===== config.mk =====
export PLATFORM = sky130hd
export DESIGN_NAME = spi_master
export DESIGN_NICKNAME = d
export VERILOG_FILES = /design/src/rtl/spi_master.sv
export SDC_FILE = /design/constraint.sdc
export NUM_CORES = 1
export LEC_CHECK = 0
export CAP_MARGIN = 40
export CELL_PAD_IN_SITES_DETAIL_PLACEMENT = 0
export CELL_PAD_IN_SITES_GLOBAL_PLACEMENT = 1
export CORE_UTILIZATION = 40
export DETAILED_ROUTE_END_ITERATION = 10
export DONT_BUFFER_PORTS = 1
export GPL_ROUTABILITY_DRIVEN = 0
export PLACE_DENSITY = 0.77
export SYNTH_ARGS = -nofsm -noshare
export SYNTH_HDL_FRONTEND = slang
export SYNTH_SLANG_ARGS = --single-unit

===== constraint.sdc =====
create_clock -name clk -period 46.6 [get_ports clk]
set_clock_uncertainty 0.2 [all_clocks]
set_input_delay 9.32 -clock clk [delete_from_list [all_inputs] [get_ports clk]]
set_output_delay 9.32 -clock clk [all_outputs]
set_load 0.03 [all_outputs]

===== src/rtl/spi_master.sv =====
// SPI master that shifts out {data_in, key_in}, idles TURN SCLK periods, then reads a 128-bit reply.
// Optional abort input is enabled by defining SPI_MASTER_ABORT_EN.
module spi_master #(
  parameter int unsigned Nk      = 4,
  parameter int unsigned CLK_DIV = 2,
  parameter int unsigned TURN    = 2
) (
  input  logic              clk,
  input  logic              rst,
  input  logic              start,
  input  logic [127:0]      data_in,
  input  logic [32*Nk-1:0]  key_in,
`ifdef SPI_MASTER_ABORT_EN
  input  logic              abort,
`endif
  output logic [127:0]      data_out,
  output logic              busy,
  output logic              done,
  output logic              SCLK,
  output logic              CS,
  output logic              MOSI,
  input  logic              MISO
);

  localparam int unsigned TxBits = 128 + 32 * Nk;
  localparam int unsigned RxBits = 128;
  localparam int unsigned CntW   = 9;
  localparam int unsigned DivW   = (CLK_DIV > 1) ? $clog2(CLK_DIV) : 1;

  localparam logic [2:0] StIdle = 3'd0;
  localparam logic [2:0] StSend = 3'd1;
  localparam logic [2:0] StTurn = 3'd2;
  localparam logic [2:0] StRecv = 3'd3;
  localparam logic [2:0] StDone = 3'd4;

  logic [2:0]        state_q, state_d;
  logic [DivW-1:0]   div_q, div_d;
  logic              sclk_q, sclk_d;
  logic [CntW-1:0]   cnt_q, cnt_d;
  logic [TxBits-1:0] tx_q, tx_d;
  logic [RxBits-1:0] rx_q, rx_d;
  logic [127:0]      dout_q, dout_d;

  logic abort_req;
  logic half_end;
  logic sclk_rise;
  logic sclk_fall;
  logic in_frame;
  logic accept;

`ifdef SPI_MASTER_ABORT_EN
  assign abort_req = abort;
`else
  assign abort_req = 1'b0;
`endif

  assign half_end  = (div_q == DivW'(CLK_DIV - 1));
  assign sclk_rise = half_end & ~sclk_q;
  assign sclk_fall = half_end & sclk_q;
  assign in_frame  = (state_q == StSend) | (state_q == StTurn) | (state_q == StRecv);
  // abort wins over a simultaneous start
  assign accept    = (state_q == StIdle) & start & ~abort_req;

  always_comb begin
    state_d = state_q;
    div_d   = div_q;
    sclk_d  = sclk_q;
    cnt_d   = cnt_q;
    tx_d    = tx_q;
    rx_d    = rx_q;
    dout_d  = dout_q;

    if (in_frame) begin
      div_d = half_end ? '0 : div_q + DivW'(1);
      if (half_end) begin
        sclk_d = ~sclk_q;
      end
    end

    case (state_q)
      StIdle: begin
        if (accept) begin
          state_d = StSend;
          tx_d    = {data_in, key_in};
          rx_d    = '0;
          cnt_d   = '0;
          div_d   = '0;
          sclk_d  = 1'b0;
        end
      end
      StSend: begin
        // the next bit appears on MOSI as SCLK falls, giving a full low phase of setup
        if (sclk_fall) begin
          tx_d = {tx_q[TxBits-2:0], 1'b0};
          if (cnt_q == CntW'(TxBits - 1)) begin
            state_d = StTurn;
            cnt_d   = '0;
            div_d   = '0;
            sclk_d  = 1'b0;
          end else begin
            cnt_d = cnt_q + CntW'(1);
          end
        end
      end
      StTurn: begin
        if (sclk_fall) begin
          if (cnt_q == CntW'(TURN - 1)) begin
            state_d = StRecv;
            cnt_d   = '0;
            div_d   = '0;
            sclk_d  = 1'b0;
          end else begin
            cnt_d = cnt_q + CntW'(1);
          end
        end
      end
      StRecv: begin
        if (sclk_rise) begin
          rx_d = {rx_q[RxBits-2:0], MISO};
        end
        // leave only after the falling edge so the last period is a full one
        if (sclk_fall) begin
          if (cnt_q == CntW'(RxBits - 1)) begin
            state_d = StDone;
            dout_d  = rx_q;
            cnt_d   = '0;
            div_d   = '0;
            sclk_d  = 1'b0;
          end else begin
            cnt_d = cnt_q + CntW'(1);
          end
        end
      end
      StDone: begin
        state_d = StIdle;
        div_d   = '0;
        sclk_d  = 1'b0;
      end
      default: begin
        state_d = StIdle;
        div_d   = '0;
        sclk_d  = 1'b0;
        cnt_d   = '0;
      end
    endcase

    if (abort_req && (state_q != StIdle)) begin
      state_d = StIdle;
      div_d   = '0;
      sclk_d  = 1'b0;
      cnt_d   = '0;
      dout_d  = dout_q;
    end
  end

  always_ff @(posedge clk or posedge rst) begin
    if (rst) begin
      state_q <= StIdle;
      div_q   <= '0;
      sclk_q  <= 1'b0;
      cnt_q   <= '0;
      tx_q    <= '0;
      rx_q    <= '0;
      dout_q  <= '0;
    end else begin
      state_q <= state_d;
      div_q   <= div_d;
      sclk_q  <= sclk_d;
      cnt_q   <= cnt_d;
      tx_q    <= tx_d;
      rx_q    <= rx_d;
      dout_q  <= dout_d;
    end
  end

  assign data_out = dout_q;
  assign SCLK     = sclk_q;
  assign CS       = ~in_frame;
  assign MOSI     = (state_q == StSend) ? tx_q[TxBits-1] : 1'b0;
  assign done     = (state_q == StDone);
  // busy already covers the accepting cycle itself
  assign busy     = ~rst & ((state_q != StIdle) | accept);

endmodule


==> results.cfg <==
[timing]
setup_viol = 0
max_slew_margin = 0.2533
rsz0062_at_grt = false
hold_viol = 0
tns_ns = 0
fin_crit_sh = 0.4149
holdWs_ns = 0.2759
max_clock_freq_mhz = 51.72
min_period_ns = 19.33
final_max_slew_viol_count = 0
tightest_slew_ns = 1.120

[synthesis]
netlist_instances = 2053
syn_avg_cell_area_um2 = 11.07
synth.area.top_cells = dfrtp_1, mux2i_1, nand2_1, o21ai_0, mux2_1
synth.distinct_cells = 54
ys_ff_latch = 526
synth_top_area_share = 0.5790
yosysSeqAreaShare = 0.5790
yosysWarnings = 0
syn_area_um2 = 22730
postSynthNetCount = 2319
async_flop_share = 1.000
synth_edf_count = 0
synth-main-ff-cell = dfrtp_1
synth_area_leader_cell = dfrtp_1

[global_routing]
grt_max_degree = 283
grt.total_usage = 0.1699
antenna_found_initial = 7
grt_pass1_vias = 14001
grt_overflow_total = 0
grt_pass1_wl_um = 78030

[clock_tree]
cts_buffers = 57
ctsHoldBuffers = 0
clkSinkCount = 526
cts_root_buffer = clkbuf_16
cts_tree = done
path_clk_slew_ns = 0.06
clock_latency_ns = 0.61
cts_resized = 0
htreeDepth = 2
clockBufferDepth = 3
cts_setup_buffers = 0

[setup_path]
path_buf_inv = 0
cp_max_fo = 4
critPathSlowestCell = nor2_1
arrival_ns = 9.81
critPathTopFamily = simple AND/OR/NAND/NOR gates
required_ns = 37.08
crit_path_start_kind = input port
crit_chain = nor3_1, nor2_1
rrSetupSlack_ns = 42.87
end_kind = primary output
critical-path-max-stage-delay_ns = 0.46
crit_type = in2out

[die]
die_y_um = 240.4
start_util = 0.4039
fp.dieW_um = 240.4
core-area_um2 = 56280
dieArea_um2 = 57790
rows = 87
ios = 393

[route]
drc = 0
ant_nets = 0
drt_iter0_markers = 885
vias = 14048
routed_via_density = 5.012
wire_per_inst_um = 17.57
firstDrtPassIters = 4
routed_wirelength_um = 49240

[cells_and_area]
design_area_um2 = 25160
final_common_cell = dfrtp_1
final_cell_mix = dfrtp_1, nand2_1, o21ai_0
drive_above_1_share = 0.08039
areaGrowthSynthToFinish_pct = 10.66
finalNetCount = 2259

[placed_design]
dpl.hpwl_um = 32950
io_buffer_count = 0
dpl_cell_area_um2 = 23130

[power_and_ir_drop]
static-leakage-power_nw = 11.85
vdd_drop_max_mv = 0.05882
p_per_area_nw_per_um2 = 59.06

[worst_hold_path]
hold_class = reg2reg

[run]
maxCapViolations = 0

[run_status]
status = completed
## worst register-to-register path, delay by kind of cell, from the launching register on
family	cells	cell delay, ns
flops	1	0.78
compound gates	2	0.78
simple gates	1	0.24
buf+inv	2	1.58
## routing by layer
| layer | share of wire | vias up | wire length [µm] | GRT usage |
|---|---|---|---|---|
| met5 | 0 | - | 0 | 0 |
| met4 | 0.032 | 0 | 1557 | 0.06601 |
| met3 | 0.058 | 90 | 2869 | 0.04719 |
| met2 | 0.48 | 265 | 23750 | 0.2754 |
| met1 | 0.43 | 6800 | 21070 | 0.2149 |
| li1 | - | 6893 | - | - |
## cells in the mapped netlist (2+ instances only)
library cell,n
ha_1,6
buf_12,11
o21ai_0,336
inv_1,8
buf_2,57
clkbuf_1,48
buf_4,6
dfrtp_1,526
a22o_1,2
o32ai_1,2
o311ai_0,3
and2_1,3
nor3b_1,2
nand2b_1,2
mux2_2,26
nor4_1,2
nand3_1,5
buf_6,21
nor4_2,2
mux2_1,103
or3b_1,2
o22ai_1,2
buf_8,2
mux2i_1,255
o21ai_1,58
a21oi_1,2
nor3_1,3
or3_1,2
and3_1,3
nand2_1,519
o31ai_1,2
nor2_1,10
## where the power goes
group          switching [mW]  total, mW  internal [mW]
clock network           0.188      0.478          0.290
logic                   0.229      0.385          0.156
registers              0.0587      0.623          0.564
## cell families (layout without fill, tap and decap cells)
family | Yosys count | count (layout) | share of synthesized area
xor gates and xnor gates | 2 | 2 | 0.0007707
and+or+nand+nor | 564 | 564 | 0.1002
adders and majority gates | 6 | 6 | 0.003302
muxes | 384 | 384 | 0.1762
DFF | 526 | 526 | 0.5790
other | 0 | 7 | 0
buffers and inverters | 155 | 142 | 0.04568
AOI/OAI and AO/OA | 416 | 416 | 0.09489
## sequential cells by signal (all words and copies together) (netlist names)
signal and flops:
state_q 3, data_out 128, cnt_q 9, tx_q 256
SCLK 1, div_q 1, rx_q 128
## path summary, 6_finish.rpt
| kind | to | start | cells after the start |
|---|---|---|---|
| worst max-delay path | busy | start | 2 |
| worst min-delay path | tx_q[95]$_DFFE_PP0P_ | tx_q[95]$_DFFE_PP0P_ | 2 |
| worst max register to register | rx_q[110]$_DFFE_PP0P_ | state_q[1]$_DFFE_PP0P_ | 5 |
| worst min register to register | tx_q[95]$_DFFE_PP0P_ | tx_q[95]$_DFFE_PP0P_ | 2 |
| max in group asynchronous | data_out[96]$_DFFE_PP0P_ | rst | 5 |
| min in group asynchronous | tx_q[201]$_DFFE_PP0P_ | rst | 1 |
## through the flow
| step | util | total power, mW | instances | setup WS, ns |
|---|---|---|---|---|
| finish | 0.4470 | 1.486 | 2803 | 27.27 |
| global route | 0.4470 | 1.588 | 2803 | 27.23 |
| CTS | 0.4465 | 1.506 | 2795 | 27.26 |
| detailed placement | 0.4110 | 1.020 | 2689 | 27.26 |
| global placement | 0.4061 | 0.9918 | 2678 | 27.23 |
| floorplan | - | 0.9560 | 2053 | 22.38 |
## final cells by class
class | count | area, µm²
Antenna cell | 7 | 17.52
Clock buffer | 79 | 1599
Clock inverter | 27 | 402.9
Fill cell | 5223 | 31120
Inverter | 8 | 37.54
Multi-Input combinational cell | 1372 | 8564
Sequential cell | 526 | 13160
Tap cell | 756 | 945.9
Timing Repair Buffer | 28 | 425.4
Note: power is estimated with default switching activity, not from simulation.
